[src/rtl/xin_input_filter_pkg.sv]
// Shared motor-board constants used by the Xin input conditioning stage.
package xin_input_filter_pkg;

  localparam int unsigned CLK_HZ       = 25_000_000;
  localparam int unsigned DB_1MS       = 25000;
  localparam int unsigned XIN_CH       = 8;
  localparam logic [7:0]  XIN_INIT_LVL = 8'h00;

endpackage

[src/rtl/xin_debounce_ch.sv]
// Single-channel input conditioner: two-stage synchroniser followed by a
// stable-count debouncer that drives the clean level and a change pulse.
module xin_debounce_ch
  import xin_input_filter_pkg::*;
#(
  parameter int unsigned DB_LIMIT = DB_1MS,
  parameter int unsigned DB_W     = 16,
  parameter logic        INIT_BIT = 1'b0
) (
  input  logic Clk,
  input  logic nRst,
  input  logic xinRaw,
  output logic levelOut,
  output logic edgePls
);

  localparam logic [DB_W-1:0] LIMIT_M1 = DB_W'(DB_LIMIT - 1);

  logic            syncS1;
  logic            syncS2;
  logic [DB_W-1:0] stableCnt;

  // Synchronise the pin, then accept s2 only after it has differed from the
  // current level for DB_LIMIT consecutive cycles; any agreement restarts.
  always_ff @(posedge Clk) begin
    if (!nRst) begin
      syncS1    <= INIT_BIT;
      syncS2    <= INIT_BIT;
      levelOut  <= INIT_BIT;
      stableCnt <= '0;
      edgePls   <= 1'b0;
    end else begin
      syncS1  <= xinRaw;
      syncS2  <= syncS1;
      edgePls <= 1'b0;
      if (syncS2 == levelOut) begin
        stableCnt <= '0;
      end else if (stableCnt == LIMIT_M1) begin
        levelOut  <= syncS2;
        stableCnt <= '0;
        edgePls   <= 1'b1;
      end else begin
        stableCnt <= stableCnt + 1'b1;
      end
    end
  end

endmodule

[src/rtl/xin_input_filter.sv]
// Eight-channel Xin conditioning stage: per-channel debounce, sticky
// rise/fall event flags with MCU clear strobes, and a masked interrupt request.
module xin_input_filter
  import xin_input_filter_pkg::*;
#(
  parameter int unsigned      CH       = XIN_CH,
  parameter int unsigned      DB_LIMIT = DB_1MS,
  parameter int unsigned      DB_W     = 16,
  parameter logic [CH-1:0]    INIT_LVL = CH'(XIN_INIT_LVL)
) (
  input  logic          Clk,
  input  logic          nRst,
  input  logic [CH-1:0] Xin,
  input  logic [CH-1:0] ClrRise,
  input  logic [CH-1:0] ClrFall,
  input  logic [CH-1:0] IrqEn,
  output logic [CH-1:0] Xout,
  output logic [CH-1:0] RiseFlag,
  output logic [CH-1:0] FallFlag,
  output logic [CH-1:0] EdgePls,
  output logic          IrqReq
);

  logic [CH-1:0] riseSet;
  logic [CH-1:0] fallSet;

  for (genvar i = 0; i < CH; i++) begin : gChan
    xin_debounce_ch #(
      .DB_LIMIT (DB_LIMIT),
      .DB_W     (DB_W),
      .INIT_BIT (INIT_LVL[i])
    ) uDebounce (
      .Clk      (Clk),
      .nRst     (nRst),
      .xinRaw   (Xin[i]),
      .levelOut (Xout[i]),
      .edgePls  (EdgePls[i])
    );
  end

  // A change pulse qualified by the new level tells us which edge occurred.
  always_comb begin
    riseSet = EdgePls & Xout;
    fallSet = EdgePls & ~Xout;
  end

  // Sticky flags where a same-cycle set beats the clear, plus the masked
  // interrupt request registered from the current flag state.
  always_ff @(posedge Clk) begin
    if (!nRst) begin
      RiseFlag <= '0;
      FallFlag <= '0;
      IrqReq   <= 1'b0;
    end else begin
      RiseFlag <= (RiseFlag & ~ClrRise) | riseSet;
      FallFlag <= (FallFlag & ~ClrFall) | fallSet;
      IrqReq   <= |((RiseFlag | FallFlag) & IrqEn);
    end
  end

endmodule

[config.mk]
export PLATFORM = sky130hd
export DESIGN_NAME = xin_input_filter
export DESIGN_NICKNAME = d
export VERILOG_FILES = /design/src/rtl/xin_input_filter_pkg.sv /design/src/rtl/xin_debounce_ch.sv /design/src/rtl/xin_input_filter.sv
export SDC_FILE = /design/constraint.sdc
export NUM_CORES = 1
export LEC_CHECK = 0
export ABC_AREA = 1
export ABC_CLOCK_PERIOD_IN_PS = 3950
export BUFFER_PORTS_ARGS = -buffer_cell sky130_fd_sc_hd__buf_2
export CAP_MARGIN = 20
export CORE_ASPECT_RATIO = 0.75
export CORE_MARGIN = 2
export CORE_UTILIZATION = 30
export DETAILED_ROUTE_END_ITERATION = 12
export PLACE_DENSITY_LB_ADDON = 0.1
export SYNTH_ARGS = -nofsm -noshare
export SYNTH_HDL_FRONTEND = slang
export SYNTH_SLANG_ARGS = --single-unit
[constraint.sdc]
create_clock -name Clk -period 3.95 [get_ports Clk]
set_clock_uncertainty 0.15 [all_clocks]
set_input_delay 0 -clock Clk [delete_from_list [all_inputs] [get_ports Clk]]
set_output_delay 0 -clock Clk [all_outputs]
set_load 0.005 [all_outputs]
==> reports/results.txt, run 1 <==
status = finished clean
Max Clock Freq = 0.3783 GHz
clock tree buffer depth = 2
Layout Nets = 1365
Post-CTS Repair Setup Buffers = 0
final setup violation count = 0
CORE AREA = 27790 um2
WL/cell = 11.29 um
ant diodes = 0
top cells by area, synth = dfxtp_1 (42%), nand2_1 (13%), nor2_1 (10%), inv_1 (7.8%), nand3_1 (5.3%)
Final Cycle Share = 66.92%
RR Endpoint = IrqReq
sequential share of power = 51.2%
CTS tree = done
IO Port Bufs = 66
Clock transition at path regs = 0.07 ns
CP max FO = 3
post-detail-place hpwl = 14130 um
multiplexer area fraction after synthesis = 0%
Worst Hold Class = primary input to register
fraction of layout cells with a size suffix above 1 = 9.805%
largest net degree at the start of global routing = 29
die width = 197.3 um
VDD IR max = 0.0002870 V
Post-synth top cells = nand2_1 (301), nor2_1 (231), dfxtp_1 (177), inv_1 (174), nand3_1 (89)
cell count of the worst reg-to-reg path = 7
Worst EP arrival = 2.81 ns
Setup crit end kind = register
post-CTS resize count = 0
DRT Pass-1 Iters = 5
Most Frequent Cell on Critical Path = dlygate4sd3_1
Slew headroom = 58.15%
sequence of cells on the critical path = o21ai_0 -> nand2_1 -> dlygate4sd3_1 -> nor2_1 -> dlygate4sd3_1 -> a21oi_1 -> dlygate4sd3_1
clock share of power = 46.4%
Avg Cell Area, Syn = 6.833 um2
most frequently used flop master after synthesis = dfxtp_1
Vias/cell = 4.255
Slew Limit Fails = 0
vias in the first global route = 6708
Combinational Power Share = 2.4%
largest family of logic cells by synthesized area = simple AND/OR/NAND/NOR gates
Worst setup SP type = register
hold depth = 5
DP Cell Count = 1624
WS Path Type = register to register
reg-to-reg startpoint = FallFlag[1]
initial antenna violation count = 0
Hold EP = FallFlag[7]
Num CTS Buffers = 17
Post-Route WL = 19120 um
io pins = 67
clock sinks = 177
Yosys reg bits = 177
GRT Overall Usage = 13.71%
Layout Cells excl Fill = 1693
Slew @ Worst Pin = 0.6277 ns
Clk Latency, worst-skew pair = 0.43 ns
Syn Inst Count = 1230
drc violations = 0
post-route ant nets = 0
root buffer cell = clkbuf_16
worst setup margin = 1.307 ns
first-iteration detailed-routing DRC count = 368
Final min period = 2.643 ns
Pint = 2.720 mW
Worst R2R Setup Slack = 1.31 ns
Mapped Area = 8404 um2
sequential cell area fraction in the yosys report = 42.16%
switching power = 794.8 uW
Synth top area share = 42.16%
max_cap viols = 0
Simple-Gate Fraction of Synth Area = 34.60%
Layout area overhead = 17.54%
Final Util = 35.55%
post-synthesis compound-gate area fraction = 5.583%
Post-synth EDFFs = 0
H-tree lvl count = 4
slowest CP cell = dlygate4sd3_1
die area = 29380 um2
total power divided by cell area = 355.8 nW/um2
global route total overflow = 0
final setup TNS = 0 ns
Hold Violations, Final = 0
top-count cell post-synth = nand2_1
Layout fillers = 3005
Worst Setup SP = FallFlag[1]
slowest stage delay, CP = 0.58 ns
Synth area leader = dfxtp_1
adder-cell area share of the yosys netlist = 1.191%
Cell variety after synth = 29
Post-Syn Nets = 1272
first-pass GRT wire length = 32660 um
ys async rst share = 0%
Vias = 7204
Req. time, crit path = 4.12 ns
multi-input logic area = 3968 um2
Final GP Congestion = 0.7973
Cell Rows = 53
Hold Path Origin = ClrFall[7]
die height = 149.0 um
pre-CTS setup slack = 1.945 ns
RSZ-0062 raised after global routing = false
Final Total Pwr = 3.514 mW
synth warn = 0
Leakage = 3.757 nW
Starting Density = 30.25%
Sequential Area = 3543 um2
post-synthesis xor/xnor area fraction = 5.836%
Sw Share = 22.62%
-- state kept, by name (all words and copies together), names as in the netlist --
| signal | count |
|---|---|
| gChan.uDebounce.stableCnt | 128 |
| FallFlag | 8 |
| RiseFlag | 8 |
| gChan.uDebounce.edgePls | 8 |
| gChan.uDebounce.levelOut | 8 |
| gChan.uDebounce.syncS1 | 8 |
| gChan.uDebounce.syncS2 | 8 |
| IrqReq | 1 |
-- repair_timing --
| item | CTS | global route |
|---|---|---|
| setup endpoints to repair | 0 | 0 |
| endpoints found under the hold margin | 41 | 0 |
| hold buffers | 37 | 0 |
-- layout make-up --
type                            count  area share (%)
Clock buffer                       20           4.421
Tap cell                          357           4.522
Timing Repair Buffer              103           7.093
Inverter                          176           6.688
Clock inverter                     12           1.241
Multi-Input combinational cell    848           40.16
Sequential cell                   177           35.87
-- cell families (layout without fill, tap and decap cells) --
group	count (synthesis)	count (layout)
compound gates	90	90
flops	177	177
xor+xnor	56	56
fa+ha+maj	8	8
buf+inv	205	311
simple gates	694	694
-- worst max-delay path: cells and delay by family, from the launching register on --
family,cells,cell delay (ns)
buffers and inverters,3,1.68
AND/OR/NAND/NOR,2,0.15
AO/OA/AOI/OAI,2,0.23
flip-flops,1,0.33
-- metal layers --
| metal | track usage [%] | wire length (um) |
|---|---|---|
| met2 | 20.19 | 7748 |
| met3 | 3.052 | 543 |
| met4 | 3.496 | 129 |
| met5 | 0 | 0 |
| met1 | 20.09 | 10700 |
-- power by group through the flow --
stage	sequential, mW	clock (mW)	combinational [mW]
floorplan	1.84	0	0.0377
global placement	1.84	0	0.0625
detailed placement	1.84	0	0.0622
CTS	1.80	1.71	0.0879
global route	1.80	1.77	0.0971
finish	1.80	1.63	0.0854
-- how the worst max path moves through the flow --
stage                                                   to  cells after the start
after global routing                                IrqReq                      7
after floorplan           gChan[0].uDebounce.stableCnt[10]                      9
after detailed placement  gChan[7].uDebounce.stableCnt[11]                      5
final                                               IrqReq                      7
after global placement    gChan[7].uDebounce.stableCnt[14]                      5
after CTS                                           IrqReq                      7
-- cells in the final DEF, fill, tap and decap left out, types with 8 or more instances in the layout --
cell type,n
nand2_1,301
nor2_1,231
dfxtp_1,177
inv_1,174
nand3_1,89
a21oi_1,67
buf_2,66
dlygate4sd3_1,37
xor2_1,35
nand4_1,28
xnor2_1,21
clkbuf_16,17
o21ai_0,14
nor2_2,13
nand2_2,12
nor3_1,9
ha_1,8
-- metrics by stage --
stage | hold WS (ns) | cell area, um2
6_report | 0.2011 | 9878
5_1_grt | 0.2080 | 9878
4_1_cts | 0.1723 | 9878
3_5_place_dp | 0.03615 | 8949
3_3_place_gp | 0.03704 | 8949
2_1_floorplan | -0.05237 | 8404
(Power assumes the default switching activity.)
==> run 2: changes to the inputs <==
- ABC_CLOCK_PERIOD_IN_PS: 3950 -> 2500
- clock period: 3.95 -> 2.5 ns (I/O delays scaled with it)
==> run 2 against run 1 <==
Net effect: register-to-register slack got worse by 0.87 ns; sequential share of layout area is 0.39 points lower; critical path depth fell by 1; sequential power rose by 58%; first-iteration DRC count shrank 22%; utilization grew 0.39 points; via count is 1.1% higher; clock-buffer cell count did not move; routed wire length shrank 0.18%; design area rose by 1.1%; flip-flop and latch count stayed put; largest cell class unchanged; largest power group unchanged.
==> reports/results.txt, run 2 (synthesis results as in run 1) <==
vias in the first global route = 6575 (was 6708)
most frequent cells in the layout = nand2_1 (301), nor2_1 (231), dfxtp_1 (177), inv_1 (174), nand3_1 (89) (unchanged)
Clk Latency, worst-skew pair = 0.42 ns (was 0.43 ns)
GRT Overall Usage = 13.57% (was 13.71%)
Worst Hold Class = primary input to register (unchanged)
worst hold slack = 0.2043 ns (was 0.2011 ns)
CORE AREA = 27790 um2 (unchanged)
most common cell after layout, fill and taps aside = nand2_1 (unchanged)
ant diodes = 0 (unchanged)
Reg with most FFs = gChan.uDebounce.stableCnt (unchanged)
H-tree lvl count = 4 (unchanged)
first-iteration detailed-routing DRC count = 287 (was 368)
Most Frequent Cell on Critical Path = dlygate4sd3_1 (unchanged)
Final Cycle Share = 82.57% (was 66.92%)
Cell Rows = 53 (unchanged)
global route total overflow = 0 (unchanged)
Starting Density = 30.25% (unchanged)
Req. time, crit path = 2.66 ns (was 4.12 ns)
fraction of layout cells with a size suffix above 1 = 10.09% (was 9.805%)
die width = 197.3 um (unchanged)
io pins = 67 (unchanged)
DP Cell Count = 1627 (was 1624)
max_cap viols = 0 (unchanged)
VDD IR max = 0.0004701 V (was 0.0002870 V)
initial antenna violation count = 0 (unchanged)
die height = 149.0 um (unchanged)
largest net degree at the start of global routing = 27 (was 29)
first-pass GRT wire length = 32060 um (was 32660 um)
die area = 29380 um2 (unchanged)
sequence of cells on the critical path = o21ai_0 -> nand2_1 -> dlygate4sd3_1 -> nor2_1 -> dlygate4sd3_1 -> a21oi_1 (was o21ai_0 -> nand2_1 -> dlygate4sd3_1 -> nor2_1 -> dlygate4sd3_1 -> a21oi_1 -> dlygate4sd3_1)
Hold Violations, Final = 0 (unchanged)
Vias/cell = 4.273 (was 4.255)
CTS tree = done (unchanged)
IO Port Bufs = 66 (unchanged)
CP max FO = 3 (unchanged)
clock sinks = 177 (unchanged)
Slew Limit Fails = 0 (unchanged)
WL/cell = 11.19 um (was 11.29 um)
Worst setup SP type = register (unchanged)
Layout Nets = 1377 (was 1365)
Max Clock Freq = 0.4844 GHz (was 0.3783 GHz)
Final min period = 2.064 ns (was 2.643 ns)
Clock transition at path regs = 0.08 ns (was 0.07 ns)
slowest CP cell = dlygate4sd3_1 (unchanged)
Slew @ Worst Pin = 0.5735 ns (was 0.6277 ns)
Slew headroom = 61.36% (was 58.15%)
WS Path Type = register to register (unchanged)
post-detail-place hpwl = 14100 um (was 14130 um)
Final GP Congestion = 0.7837 (was 0.7973)
Final Total Pwr = 5.511 mW (was 3.514 mW)
Post-CTS Repair Setup Buffers = 0 (unchanged)
root buffer cell = clkbuf_16 (unchanged)
status = finished clean (unchanged)
Worst EP arrival = 2.23 ns (was 2.81 ns)
final setup TNS = 0 ns (unchanged)
Vias = 7286 (was 7204)
total power divided by cell area = 551.9 nW/um2 (was 355.8 nW/um2)
design area = 9986 um2 (was 9878 um2)
dpl cell area = 8971 um2 (was 8949 um2)
Leakage = 3.827 nW (was 3.757 nW)
RSZ-0062 raised after global routing = false (unchanged)
Layout Cells excl Fill = 1705 (was 1693)
Layout area overhead = 18.82% (was 17.54%)
max FFs per register = 128 (unchanged)
slowest stage delay, CP = 0.56 ns (was 0.58 ns)
Num CTS Buffers = 17 (unchanged)
clock tree buffer depth = 2 (unchanged)
drc violations = 0 (unchanged)
post-route ant nets = 0 (unchanged)
Setup crit end kind = register (unchanged)
final setup violation count = 0 (unchanged)
Post-Route WL = 19090 um (was 19120 um)
DRT Pass-1 Iters = 4 (was 5)
run 2: final timing paths:
path                                           startpoint                        end  depth (start not counted)  slack [ns]
worst max-delay path                          FallFlag[2]                     IrqReq                          6        0.44
worst min-delay path                           ClrFall[2]                FallFlag[2]                          5        0.20
worst max register to register                FallFlag[2]                     IrqReq                          6        0.44
worst min register to register  gChan[7].uDebounce.syncS1  gChan[7].uDebounce.syncS2                          2        0.26
run 2: final cells by class:
| class | count | area [um2] |
|---|---|---|
| Clock buffer | 20 | 456.7 |
| Clock inverter | 12 | 97.59 |
| Fill cell | 3018 | 17800 |
| Inverter | 176 | 660.6 |
| Multi-Input combinational cell | 848 | 3968 |
| Sequential cell | 177 | 3543 |
| Tap cell | 357 | 446.7 |
| Timing Repair Buffer | 115 | 813.3 |
run 2: through the flow:
step	setup slack (ns)	util, %
2_1_floorplan	1.029	-
3_3_place_gp	0.8658	32.29
3_5_place_dp	0.8401	32.29
4_1_cts	0.4359	35.94
5_1_grt	0.2896	35.94
6_report	0.4357	35.94
run 2: where the power goes:
| group | switching, mW | total (mW) | internal [mW] |
|---|---|---|---|
| sequential | 0.00895 | 2.84 | 2.83 |
| combinational | 0.0683 | 0.141 | 0.0726 |
| clock | 1.18 | 2.53 | 1.35 |
run 2: routing by layer:
layer  GRT usage [%]  vias up  routed length, um
li1                -     4004                  -
met1           20.09     3204              10700
met2           19.58       69               7568
met3           3.188        9                643
met4           3.534        0                169
met5               0        -                  0
run 2: critical path, delay by kind of cell (launching register included):
family,cells,cell delay (ns)
AO/OA/AOI/OAI,2,0.23
buffers and inverters,2,1.11
AND/OR/NAND/NOR,2,0.14
flip-flops,1,0.33
run 2: what timing repair did:
action | 4_1_cts | 5_1_grt
gates resized for setup | 0 | 0
hold buffers | 46 | 0
endpoints found under the hold margin | 42 | 0
==> run 3: changes to the inputs <==
- ABC_AREA: 1 -> 0
- ABC_CLOCK_PERIOD_IN_PS: 2500 -> 2130
- clock period: 2.5 -> 2.13 ns (I/O delays scaled with it)
==> run 3 against run 2 <==
Net effect: synthesized area is 11% lower; design area decreased by 8.2%; clock-buffer cell count shrank 2; hold slack worse by 0.044 ns; clock power is 29% higher; die area fell by 11%; global-route usage fell by 0.73 points; routed wire length down 16%; synthesized cell count is 32% lower; critical path type unchanged; critical endpoint is now gChan[4].uDebounce.stableCnt[10]; largest power group unchanged.
==> reports/results.txt, run 3 <==
most frequently used flop master after synthesis = dfxtp_1 (unchanged)
Final min period = 2.021 ns (was 2.064 ns)
CTS tree = done (unchanged)
largest net degree at the start of global routing = 27 (unchanged)
die height = 140.5 um (was 149.0 um)
Layout fillers = 2474 (was 3018)
Post-Syn Nets = 877 (was 1272)
Post-Route WL = 16040 um (was 19090 um)
status = finished clean (unchanged)
first-pass GRT wire length = 26540 um (was 32060 um)
Post-synth top cells = dfxtp_1 (177), nor2_1 (152), xnor2_1 (83), nand2_1 (49), nand3_1 (44) (was nand2_1 (301), nor2_1 (231), dfxtp_1 (177), inv_1 (174), nand3_1 (89))
max FFs per register = 128 (unchanged)
total power divided by cell area = 735.7 nW/um2 (was 551.9 nW/um2)
Vias = 5666 (was 7286)
Avg Cell Area, Syn = 8.928 um2 (was 6.833 um2)
synth warn = 0 (unchanged)
Yosys reg bits = 177 (unchanged)
Sequential Area = 3543 um2 (unchanged)
slowest stage delay, CP = 0.59 ns (was 0.56 ns)
ant diodes = 0 (unchanged)
Slew headroom = 55.30% (was 61.36%)
Clk Latency, worst-skew pair = 0.43 ns (was 0.42 ns)
Clock transition at path regs = 0.07 ns (was 0.08 ns)
clock sinks = 177 (unchanged)
Req. time, crit path = 2.30 ns (was 2.66 ns)
Layout Nets = 991 (was 1377)
Num CTS Buffers = 17 (unchanged)
global route total overflow = 0 (unchanged)
Layout area overhead = 23.01% (was 18.82%)
Post-synth EDFFs = 0 (unchanged)
Slew @ Worst Pin = 0.6706 ns (was 0.5735 ns)
drc violations = 0 (unchanged)
sequential share of power = 49.4% (was 51.6%)
multi-input logic area = 3558 um2 (was 3968 um2)
Layout Cells excl Fill = 1292 (was 1705)
post-route ant nets = 0 (unchanged)
Sw Share = 21.79% (was 22.84%)
sequence of cells on the critical path = or4_1 -> or4_4 -> nand3_4 -> nor2_1 (was o21ai_0 -> nand2_1 -> dlygate4sd3_1 -> nor2_1 -> dlygate4sd3_1 -> a21oi_1)
clock tree buffer depth = 2 (unchanged)
Crit path buffers/inverters = 0 (was 2)
IO Port Bufs = 66 (unchanged)
top cells by area, synth = dfxtp_1 (48%), xnor2_1 (9.8%), nor2_1 (7.7%), xor2_1 (4.0%), nand3_1 (3.0%) (was dfxtp_1 (42%), nand2_1 (13%), nor2_1 (10%), inv_1 (7.8%), nand3_1 (5.3%))
Worst setup SP type = register (unchanged)
vias in the first global route = 5239 (was 6575)
max_cap viols = 0 (unchanged)
Final GP Congestion = 0.7645 (was 0.7837)
Worst EP arrival = 2.19 ns (was 2.23 ns)
VDD IR max = 0.0005457 V (was 0.0004701 V)
DP Cell Count = 1231 (was 1627)
post-detail-place hpwl = 11080 um (was 14100 um)
DRT Pass-1 Iters = 4 (unchanged)
GRT Overall Usage = 12.84% (was 13.57%)
switching power = 1.470 mW (was 1.259 mW)
Combinational Power Share = 2.2% (was 2.6%)
Hold Violations, Final = 0 (unchanged)
root buffer cell = clkbuf_16 (unchanged)
Mapped Area = 7455 um2 (was 8404 um2)
WS Path Type = register to register (unchanged)
Pint = 5.276 mW (was 4.253 mW)
clock share of power = 48.3% (was 45.9%)
first-iteration detailed-routing DRC count = 214 (was 287)
Final Util = 37.87% (was 35.94%)
die width = 186.0 um (was 197.3 um)
Crit path max-delay family = simple AND/OR/NAND/NOR gates (was buffers and inverters)
Cell Rows = 49 (was 53)
CP max FO = 15 (was 3)
Synth top area share = 47.53% (was 42.16%)
Vias/cell = 4.385 (was 4.273)
H-tree lvl count = 4 (unchanged)
Post-CTS Repair Setup Buffers = 0 (unchanged)
WL/cell = 12.41 um (was 11.19 um)
Syn Inst Count = 835 (was 1230)
ys async rst share = 0% (unchanged)
pre-CTS setup slack = 0.04299 ns (was 0.8401 ns)
Cell variety after synth = 37 (was 29)
final setup violation count = 0 (unchanged)
top-count cell post-synth = dfxtp_1 (was nand2_1)
die area = 26140 um2 (was 29380 um2)
RSZ-0062 raised after global routing = false (unchanged)
Setup crit end kind = register (unchanged)
worst setup margin = 0.1091 ns (was 0.4357 ns)
Final Cycle Share = 94.88% (was 82.57%)
initial antenna violation count = 0 (unchanged)
Worst Hold Class = primary input to register (unchanged)
Max Clock Freq = 0.4948 GHz (was 0.4844 GHz)
final setup TNS = 0 ns (unchanged)
slowest CP cell = or4_4 (was dlygate4sd3_1)
CORE AREA = 24220 um2 (was 27790 um2)
Slew Limit Fails = 0 (unchanged)
Reg with most FFs = gChan.uDebounce.stableCnt (unchanged)
io pins = 67 (unchanged)
sequential cell area fraction in the yosys report = 47.53% (was 42.16%)
fraction of layout cells with a size suffix above 1 = 14.36% (was 10.09%)
Leakage = 3.145 nW (was 3.827 nW)
Synth area leader = dfxtp_1 (unchanged)
most frequent cells in the layout = dfxtp_1 (177), nor2_1 (152), xnor2_1 (83), buf_2 (66), nand2_1 (49) (was nand2_1 (301), nor2_1 (231), dfxtp_1 (177), inv_1 (174), nand3_1 (89))
Starting Density = 30.78% (was 30.25%)
most common cell after layout, fill and taps aside = dfxtp_1 (was nand2_1)
dpl cell area = 8243 um2 (was 8971 um2)
design area = 9170 um2 (was 9986 um2)
==> run 3: cell families (layout without fill, tap and decap cells) <==
group	count (synthesis)	in the layout	synth area share, %
xor gates and xnor gates	117	117	13.75
adders and majority gates	8	8	1.343
DFF	177	177	47.53
muxes	8	8	1.074
AOI/OAI and AO/OA	31	31	2.551
and+or+nand+nor	421	421	28.72
buffers and inverters	73	199	5.035
==> run 3: timing repair <==
action / in CTS / in global routing
hold buffers: 30 / 0
resized for setup: 0 / 3
endpoints found under the hold margin: 27 / 0
endpoints found under the setup margin: 0 / 29
==> run 3: layout make-up <==
| cell class | count | area share, % |
|---|---|---|
| Timing Repair Buffer | 129 | 9.851 |
| Inverter | 39 | 1.596 |
| Multi-Input combinational cell | 585 | 38.80 |
| Tap cell | 331 | 4.516 |
| Clock buffer | 18 | 4.680 |
| Clock inverter | 13 | 1.910 |
| Sequential cell | 177 | 38.64 |
==> run 3: path summary, 6_finish.rpt <==
check                                   from                               end  slack (ns)  cells past startpoint
max          gChan[4].uDebounce.stableCnt[3]  gChan[4].uDebounce.stableCnt[10]        0.11                      4
min                                   Xin[3]         gChan[3].uDebounce.syncS1        0.16                      3
max reg2reg  gChan[4].uDebounce.stableCnt[3]  gChan[4].uDebounce.stableCnt[10]        0.11                      4
min reg2reg        gChan[4].uDebounce.syncS1         gChan[4].uDebounce.syncS2        0.29                      1
==> run 3: per-layer routing <==
metal	global-route usage (%)	wire length (um)	vias to the layer above
met2	17.82	6495	52
met1	19.16	8910	2563
met4	3.978	178	0
li1	-	-	3040
met5	0	0	-
met3	3.302	454	11
==> run 3: power groups by stage <==
stage,clock (mW),sequential (mW),combinational (mW)
after floorplan,0,3.41,0.0586
after global placement,0,3.41,0.115
after detailed placement,0,3.41,0.114
after CTS,3.38,3.33,0.153
after global routing,3.51,3.34,0.169
final,3.26,3.34,0.152
==> run 3: worst min-delay path, cell delays in order <==
cell	delay [ns]
dlygate4sd3_1	0.52
buf_2	0.09
and2_1	0.10
==> run 3: stage by stage <==
step	total power, mW	hold WS (ns)
after floorplan	3.468	-0.02271
after global placement	3.528	0.06240
after detailed placement	3.527	0.06290
after CTS	6.872	0.1402
after global routing	7.012	0.1553
final	6.746	0.1605
